`config.mk`:
```
export PLATFORM = sky130hd
export DESIGN_NAME = blink_io
export DESIGN_NICKNAME = d
export VERILOG_FILES = /design/src/rtl/blink_io.sv
export SDC_FILE = /design/constraint.sdc
export NUM_CORES = 1
export LEC_CHECK = 0
export CELL_PAD_IN_SITES_DETAIL_PLACEMENT = 1
export CELL_PAD_IN_SITES_GLOBAL_PLACEMENT = 1
export CORE_MARGIN = 1.5
export CORE_UTILIZATION = 36
export CTS_CLUSTER_SIZE = 14
export DETAILED_ROUTE_END_ITERATION = 16
export GPL_ROUTABILITY_DRIVEN = 0
export GPL_TIMING_DRIVEN = 0
export PLACE_DENSITY_LB_ADDON = 0.25
export SLEW_MARGIN = 40
export SYNTH_ARGS = -nofsm -noshare
export SYNTH_HDL_FRONTEND = slang
export SYNTH_SLANG_ARGS = --single-unit
```
`constraint.sdc`:
```
create_clock -name clk -period 4.2 [get_ports clk]
set_input_delay 0.42 -clock clk [delete_from_list [all_inputs] [get_ports clk]]
set_output_delay 0.42 -clock clk [all_outputs]
set_load 0.02 [all_outputs]
```
`src/rtl/blink_io.sv`:
```
// blink_io: Z88 Blink I/O-side responder with bank/COM registers, RTC and interrupt request.
// Optional RTC block (prescaler, TIM0-TIM4, TSTA/TMK/TACK) is built when BLINK_RTC_EN is defined.
module blink_io #(
  parameter int unsigned TICK_DIV = 50000
) (
  input  logic       clk,
  input  logic       reset,
  input  logic       iorq_n,
  input  logic       m1_n,
  input  logic       rd_n,
  input  logic       wr_n,
  input  logic [7:0] a,
  input  logic [7:0] di,
  output logic [7:0] do_o,
  output logic       do_en,
  output logic [7:0] sr0,
  output logic [7:0] sr1,
  output logic [7:0] sr2,
  output logic [7:0] sr3,
  output logic [7:0] com,
  output logic       int_n
);

  // Bus cycles: an I/O cycle is iorq_n=0 with m1_n=1 (m1_n=0 is an interrupt
  // acknowledge and is ignored). A write commits once, on the first edge the
  // write strobe is seen; reads are answered combinationally while rd_n=0.
  logic io_cyc, wr_cond, rd_cond, wr_commit;
  logic wr_prev_q;
  logic [7:0] sr0_q, sr1_q, sr2_q, sr3_q, com_q, int_q;
  logic sta_bit;

  assign io_cyc    = ~iorq_n & m1_n;
  assign wr_cond   = io_cyc & ~wr_n;
  assign rd_cond   = io_cyc & ~rd_n;
  assign wr_commit = wr_cond & ~wr_prev_q;

  // Previous state resets to "active" so a write spanning reset release never commits.
  always_ff @(posedge clk or posedge reset) begin
    if (reset) wr_prev_q <= 1'b1;
    else       wr_prev_q <= wr_cond;
  end

  always_ff @(posedge clk or posedge reset) begin
    if (reset) begin
      sr0_q <= '0;
      sr1_q <= '0;
      sr2_q <= '0;
      sr3_q <= '0;
      com_q <= '0;
      int_q <= '0;
    end else if (wr_commit) begin
      case (a)
        8'hB0:   com_q <= di;
        8'hB1:   int_q <= di;
        8'hD0:   sr0_q <= di;
        8'hD1:   sr1_q <= di;
        8'hD2:   sr2_q <= di;
        8'hD3:   sr3_q <= di;
        default: ;
      endcase
    end
  end

  assign sr0 = sr0_q;
  assign sr1 = sr1_q;
  assign sr2 = sr2_q;
  assign sr3 = sr3_q;
  assign com = com_q;

`ifdef BLINK_RTC_EN
  localparam logic [15:0] TICK_MAX = 16'(TICK_DIV - 1);

  logic [15:0] presc_q, presc_d;
  logic [7:0]  tim0_q, tim0_d;
  logic [5:0]  tim1_q, tim1_d;
  logic [20:0] min_q, min_d;
  logic [2:0]  tsta_q, tsta_d, tmk_q, ack;
  logic [7:0]  sh1_q, sh2_q, sh3_q;
  logic [4:0]  sh4_q;
  logic        restim, tick, sec, min_ev, rd_d0, rd_d0_q, snap;
  logic        unused_bits;

  assign unused_bits = &{1'b0, int_q[7:2]};
  assign rd_d0 = rd_cond & (a == 8'hD0);
  assign snap  = rd_d0 & ~rd_d0_q;

  always_comb begin
    restim  = com_q[4];
    tick    = ~restim & (presc_q == TICK_MAX);
    sec     = tick & (tim0_q == 8'd199);
    min_ev  = sec & (tim1_q == 6'd59);
    presc_d = tick ? '0 : presc_q + 16'd1;
    tim0_d  = sec ? '0 : (tick ? tim0_q + 8'd1 : tim0_q);
    tim1_d  = min_ev ? '0 : (sec ? tim1_q + 6'd1 : tim1_q);
    min_d   = min_ev ? min_q + 21'd1 : min_q;
    if (restim) begin
      presc_d = '0;
      tim0_d  = '0;
      tim1_d  = '0;
      min_d   = '0;
    end
    // New events are ORed in after the acknowledge so a same-edge set wins.
    ack    = (wr_commit && a == 8'hB4) ? di[2:0] : 3'b000;
    tsta_d = (tsta_q & ~ack) | {min_ev, sec, tick};
  end

  always_ff @(posedge clk or posedge reset) begin
    if (reset) begin
      presc_q <= '0;
      tim0_q  <= '0;
      tim1_q  <= '0;
      min_q   <= '0;
      tsta_q  <= '0;
      tmk_q   <= '0;
      rd_d0_q <= 1'b0;
      sh1_q   <= '0;
      sh2_q   <= '0;
      sh3_q   <= '0;
      sh4_q   <= '0;
    end else begin
      presc_q <= presc_d;
      tim0_q  <= tim0_d;
      tim1_q  <= tim1_d;
      min_q   <= min_d;
      tsta_q  <= tsta_d;
      rd_d0_q <= rd_d0;
      if (wr_commit && a == 8'hB5) tmk_q <= di[2:0];
      if (snap) begin
        sh1_q <= {2'b00, tim1_q};
        sh2_q <= min_q[7:0];
        sh3_q <= min_q[15:8];
        sh4_q <= min_q[20:16];
      end
    end
  end

  assign sta_bit = |(tsta_q & tmk_q);
  assign int_n   = ~(int_q[0] & int_q[1] & sta_bit);

  always_comb begin
    do_o  = 8'h00;
    do_en = 1'b0;
    if (rd_cond) begin
      case (a)
        8'hB1: begin do_o = {7'b0, sta_bit};  do_en = 1'b1; end
        8'hB5: begin do_o = {5'b0, tsta_q};   do_en = 1'b1; end
        8'hD0: begin do_o = tim0_q;           do_en = 1'b1; end
        8'hD1: begin do_o = sh1_q;            do_en = 1'b1; end
        8'hD2: begin do_o = sh2_q;            do_en = 1'b1; end
        8'hD3: begin do_o = sh3_q;            do_en = 1'b1; end
        8'hD4: begin do_o = {3'b000, sh4_q};  do_en = 1'b1; end
        default: ;
      endcase
    end
  end
`else
  logic unused_bits;

  assign unused_bits = &{1'b0, int_q, 16'(TICK_DIV)};
  assign sta_bit     = 1'b0;
  assign int_n       = 1'b1;

  // Without the RTC the timer ports still answer, always with zero.
  always_comb begin
    do_o  = 8'h00;
    do_en = 1'b0;
    if (rd_cond) begin
      case (a)
        8'hB1:                                    begin do_o = {7'b0, sta_bit}; do_en = 1'b1; end
        8'hB5, 8'hD0, 8'hD1, 8'hD2, 8'hD3, 8'hD4: do_en = 1'b1;
        default: ;
      endcase
    end
  end
`endif

endmodule

```
# After elaboration in Yosys (flattened, before gate mapping)

Index checks and enable logic that the tools add are counted.

Equality and inequality tests: 8
Multiplexer cells: 2
Bitwise operators: 8
Reductions and logical operators: 6

Operators with widths:

| operator                                    | count |
|---|---|
| 8-bit equality test (second input constant) | 8 |
| 2-bit AND reduction                         | 5 |
| 7-bit OR reduction                          | 1 |
| 1-bit AND                                   | 4 |
| 1-bit inverter                              | 4 |
| 1-bit 2-to-1 mux                            | 2 |

Register bits after elaboration: 41
Input bits: 22
Output and inout port bits: 50
Word-level logic and storage cells: 30

# Depth between registers and ports, before layout

Depth in word-level cells: 5
Depth in mapped cells: 4

# Worst setup path before layout

No wires, ideal clock.

Kind: input port to output port
Start point: input port iorq_n
End point: output port do_en
Arrival time: 1,409 ps
Data required time: 3,780 ps
Setup slack: 2,371 ps
Cell stages on the path: 3
Cell sequence: nor3b_2 -> or2b_1 -> a21oi_1

Word-level cells in the longest chain between the ends: 4

RTL lines:

| what             | RTL line | RTL |
|---|---|---|
| from (decl)      | 8        | `input logic iorq_n,` |
| 1-bit inverter   | 32       | `assign io_cyc = ~iorq_n & m1_n;` |
| 1-bit AND        | 32       |  |
| 1-bit AND        | 34       | `assign rd_cond = io_cyc & ~rd_n;` |
| 1-bit 2-to-1 mux | 167      | `if (rd_cond) begin` |
| to (decl)        | 15       | `output logic do_en,` |

Every way passes these cells.

# Worst setup path after layout

Start point: input port m1_n
End point: output port do_en

Word-level cells in the longest chain between the ends: 3

RTL lines:

| what             | RTL line | RTL |
|---|---|---|
| from (decl)      | 9        | `input logic m1_n,` |
| 1-bit AND        | 32       |  |
| 1-bit AND        | 34       |  |
| 1-bit 2-to-1 mux | 167      |  |

Every way passes these cells.

==> out/summary.txt <==
final worst path period share: 65.1%
Detailed Route Iter0 Violations: 36
min setup slack post-route: 1.46 ns
Worst path top cell family by delay: buffers and inverters
Cell Area, Synth: 1720 sq um
die height: 72.1 um
Clock Sinks: 41
Worst Setup Start Kind: primary input
reg2reg start: wr_prev_q$_DFF_PP1_
Tot GR Track Use: 17.6%
drt total wl: 4.20 mm
post-synthesis cell type count: 19
IO Port Bufs: 62
critical path depth: 5
Inst Count DP: 235
setup slack, reg-to-reg: 2.46 ns
critical path type: in2out
P&R area growth vs syn: 50.8%
Remaining DRCs: 0
Starting Density: 38.5%
vias: 1199
crit end category: output pin
CTS root buf: clkbuf_8
crit-path cells: clkdlybuf4s50_1, nor3b_2, or2b_1, a21oi_1, clkdlybuf4s50_1
CP Launch Point: m1_n
Final Non-Filler Cells: 243
first-pass GRT wire length: 6.81 mm
Avg Cell Area, Syn: 15.2 sq um
Post-DRT Antenna Nets: 0
die width: 72.1 um
Routed wire per std cell: 17.3 um
fin util: 58.0%
most common cell after layout, fill and taps aside: clkdlybuf4s50_1
peak fanout along the critical path: 6
Synth Warn #: 0
I/O pins: 72
number of global-route vias before repair: 1329
Arr. time, crit path: 2.32 ns
Reg2Reg Capture Point: sr0[1]$_DFFE_PP0P_
CTS tree: built
number of buffers created by CTS: 5
Core Box Area: 4470 sq um
vias per cell: 4.93
CTS Hold Buffers Added: 0
dpl hpwl: 3.06 mm
clock slew at reported path FFs: 0.08 ns
die area: 5200 sq um
Final Setup Violations: 0
post-layout min period: 2.74 ns
GR Overflow Total: 0
CP max stage delay: 0.62 ns
worst min-delay path category: in2async
Slew Limit Fails: 0
crit-path most repeated cell: clkdlybuf4s50_1
largest net degree at the start of global routing: 22
pre-CTS setup slack: 1.44 ns
Max Root-Sink Buffers: 2
WP buf/inv: 2
Fin Hold WS: 0.472 ns
commonest cells after routing, fill and taps aside: clkdlybuf4s50_1 (62), mux2_2 (40), dfrtp_1 (40)
TritonRoute pass-1 iters: 4
CTS H-tree depth: 2
worst endpoint required time: 3.78 ns
share of post-route cells with drive strength above 1: 35.1%
setup TNS: 0 ns
sequential fraction of the synthesis area: 59.7%
nets: 212
row count: 24
power per cell area: 330 nW/um^2
Filler cells: 444
antenna violations before repair: 0
Post-CTS Setup Inserts: 0
worst setup path endpoint: do_en
leak pwr: 0.00128 uW
Synth Instances: 113
post_cts resized: 0
Clock Latency Late Sink: 0.29 ns
Max-cap violations: 0
VDD IR max: 0.000259 V
#FFs+latches synth: 41
Antenna diodes: 0
worst reg2reg path depth: 3
final hold vios: 0
run status: finished, final reports clean
RSZ-0062 raised after global routing: no
Max stage delay cell, worst path: clkdlybuf4s50_1
Peak Freq: 0.366 GHz
Clock Skew: 0.00652 ns
## state kept, by name, indices dropped and copies added, names as in the netlist
register / flops
com: 8
sr2: 8
sr3: 8
sr1: 8
sr0: 8
wr_prev_q: 1
## cell families (layout without fill, tap and decap cells)
group           count (synthesis)  after routing  synth area share (%)
compound gates                  2              2                 0.581
other cells                     2              9                 0.437
mux                            40             40                  26.2
simple gates                   16             16                  8.51
flops                          41             41                  59.7
buf+inv                        12             83                  4.58
## cells in the mapped netlist
master / number / area share [%]
dfrtp_1: 40 / 58
mux2_2: 40 / 26
buf_4: 9 / 3.9
nand4_2: 5 / 3.6
and4b_1: 2 / 1.2
conb_1: 2 / 0.44
inv_1: 2 / 0.44
nor2b_1: 2 / 0.73
a21oi_1: 1 / 0.29
and2_1: 1 / 0.36
clkbuf_1: 1 / 0.22
dfstp_2: 1 / 1.5
nand2_1: 1 / 0.22
nor2_1: 1 / 0.22
nor3_2: 1 / 0.58
nor3b_1: 1 / 0.44
nor3b_2: 1 / 0.73
o21ai_0: 1 / 0.29
or2b_1: 1 / 0.44
## area by class of cell
cell class / instances / area (sq um) / area share (%)
Sequential cell: 41 / 1030 / 39.6
Timing Repair Buffer: 63 / 648 / 25.0
Multi-Input combinational cell: 67 / 641 / 24.7
Buffer: 10 / 71.3 / 2.75
Clock buffer: 5 / 68.8 / 2.65
Clock inverter: 3 / 65.1 / 2.51
Tap cell: 52 / 65.1 / 2.51
Inverter: 2 / 7.51 / 0.289
## metrics by stage
stage / instance area, sq um / total power [uW]
final: 2590 / 857
after global routing: 2590 / 891
after CTS: 2590 / 864
after detailed placement: 2460 / 491
after global placement: 2430 / 485
after floorplan: 1750 / 448
## report_power, final
group          internal, uW  total [uW]  switching (uW)
combinational          41.0        80.2            39.2
sequential              400         403            2.93
clock                   236         373             137
## how the worst min path moves through the flow
stage | start | endpoint | depth (start not counted)
2_1_floorplan | iorq_n | wr_prev_q$_DFF_PP1_ | 1
3_3_place_gp | sr0[5]$_DFFE_PP0P_ | sr0[5]$_DFFE_PP0P_ | 1
3_5_place_dp | sr3[0]$_DFFE_PP0P_ | sr3[0]$_DFFE_PP0P_ | 1
4_1_cts | reset | sr1[7]$_DFFE_PP0P_ | 2
5_1_grt | reset | com[3]$_DFFE_PP0P_ | 2
6_report | reset | com[3]$_DFFE_PP0P_ | 2
## worst register-to-register path: stages, from the launching register on
cell,delay [ns]
dfstp_2,0.37
nor3_2,0.40
nand4_2,0.44
mux2_2,0.42
## routing by layer
layer	wire (um)	GRT usage [%]	part of all wire, %	vias to the layer above
li1	-	-	-	535
met1	1660	19.8	39	605
met2	2130	31.2	51	49
met3	330	5.69	7.9	10
met4	80	6.71	1.9	0
met5	0	0	0	-
No activity file was read; power rests on OpenSTA's default activity.
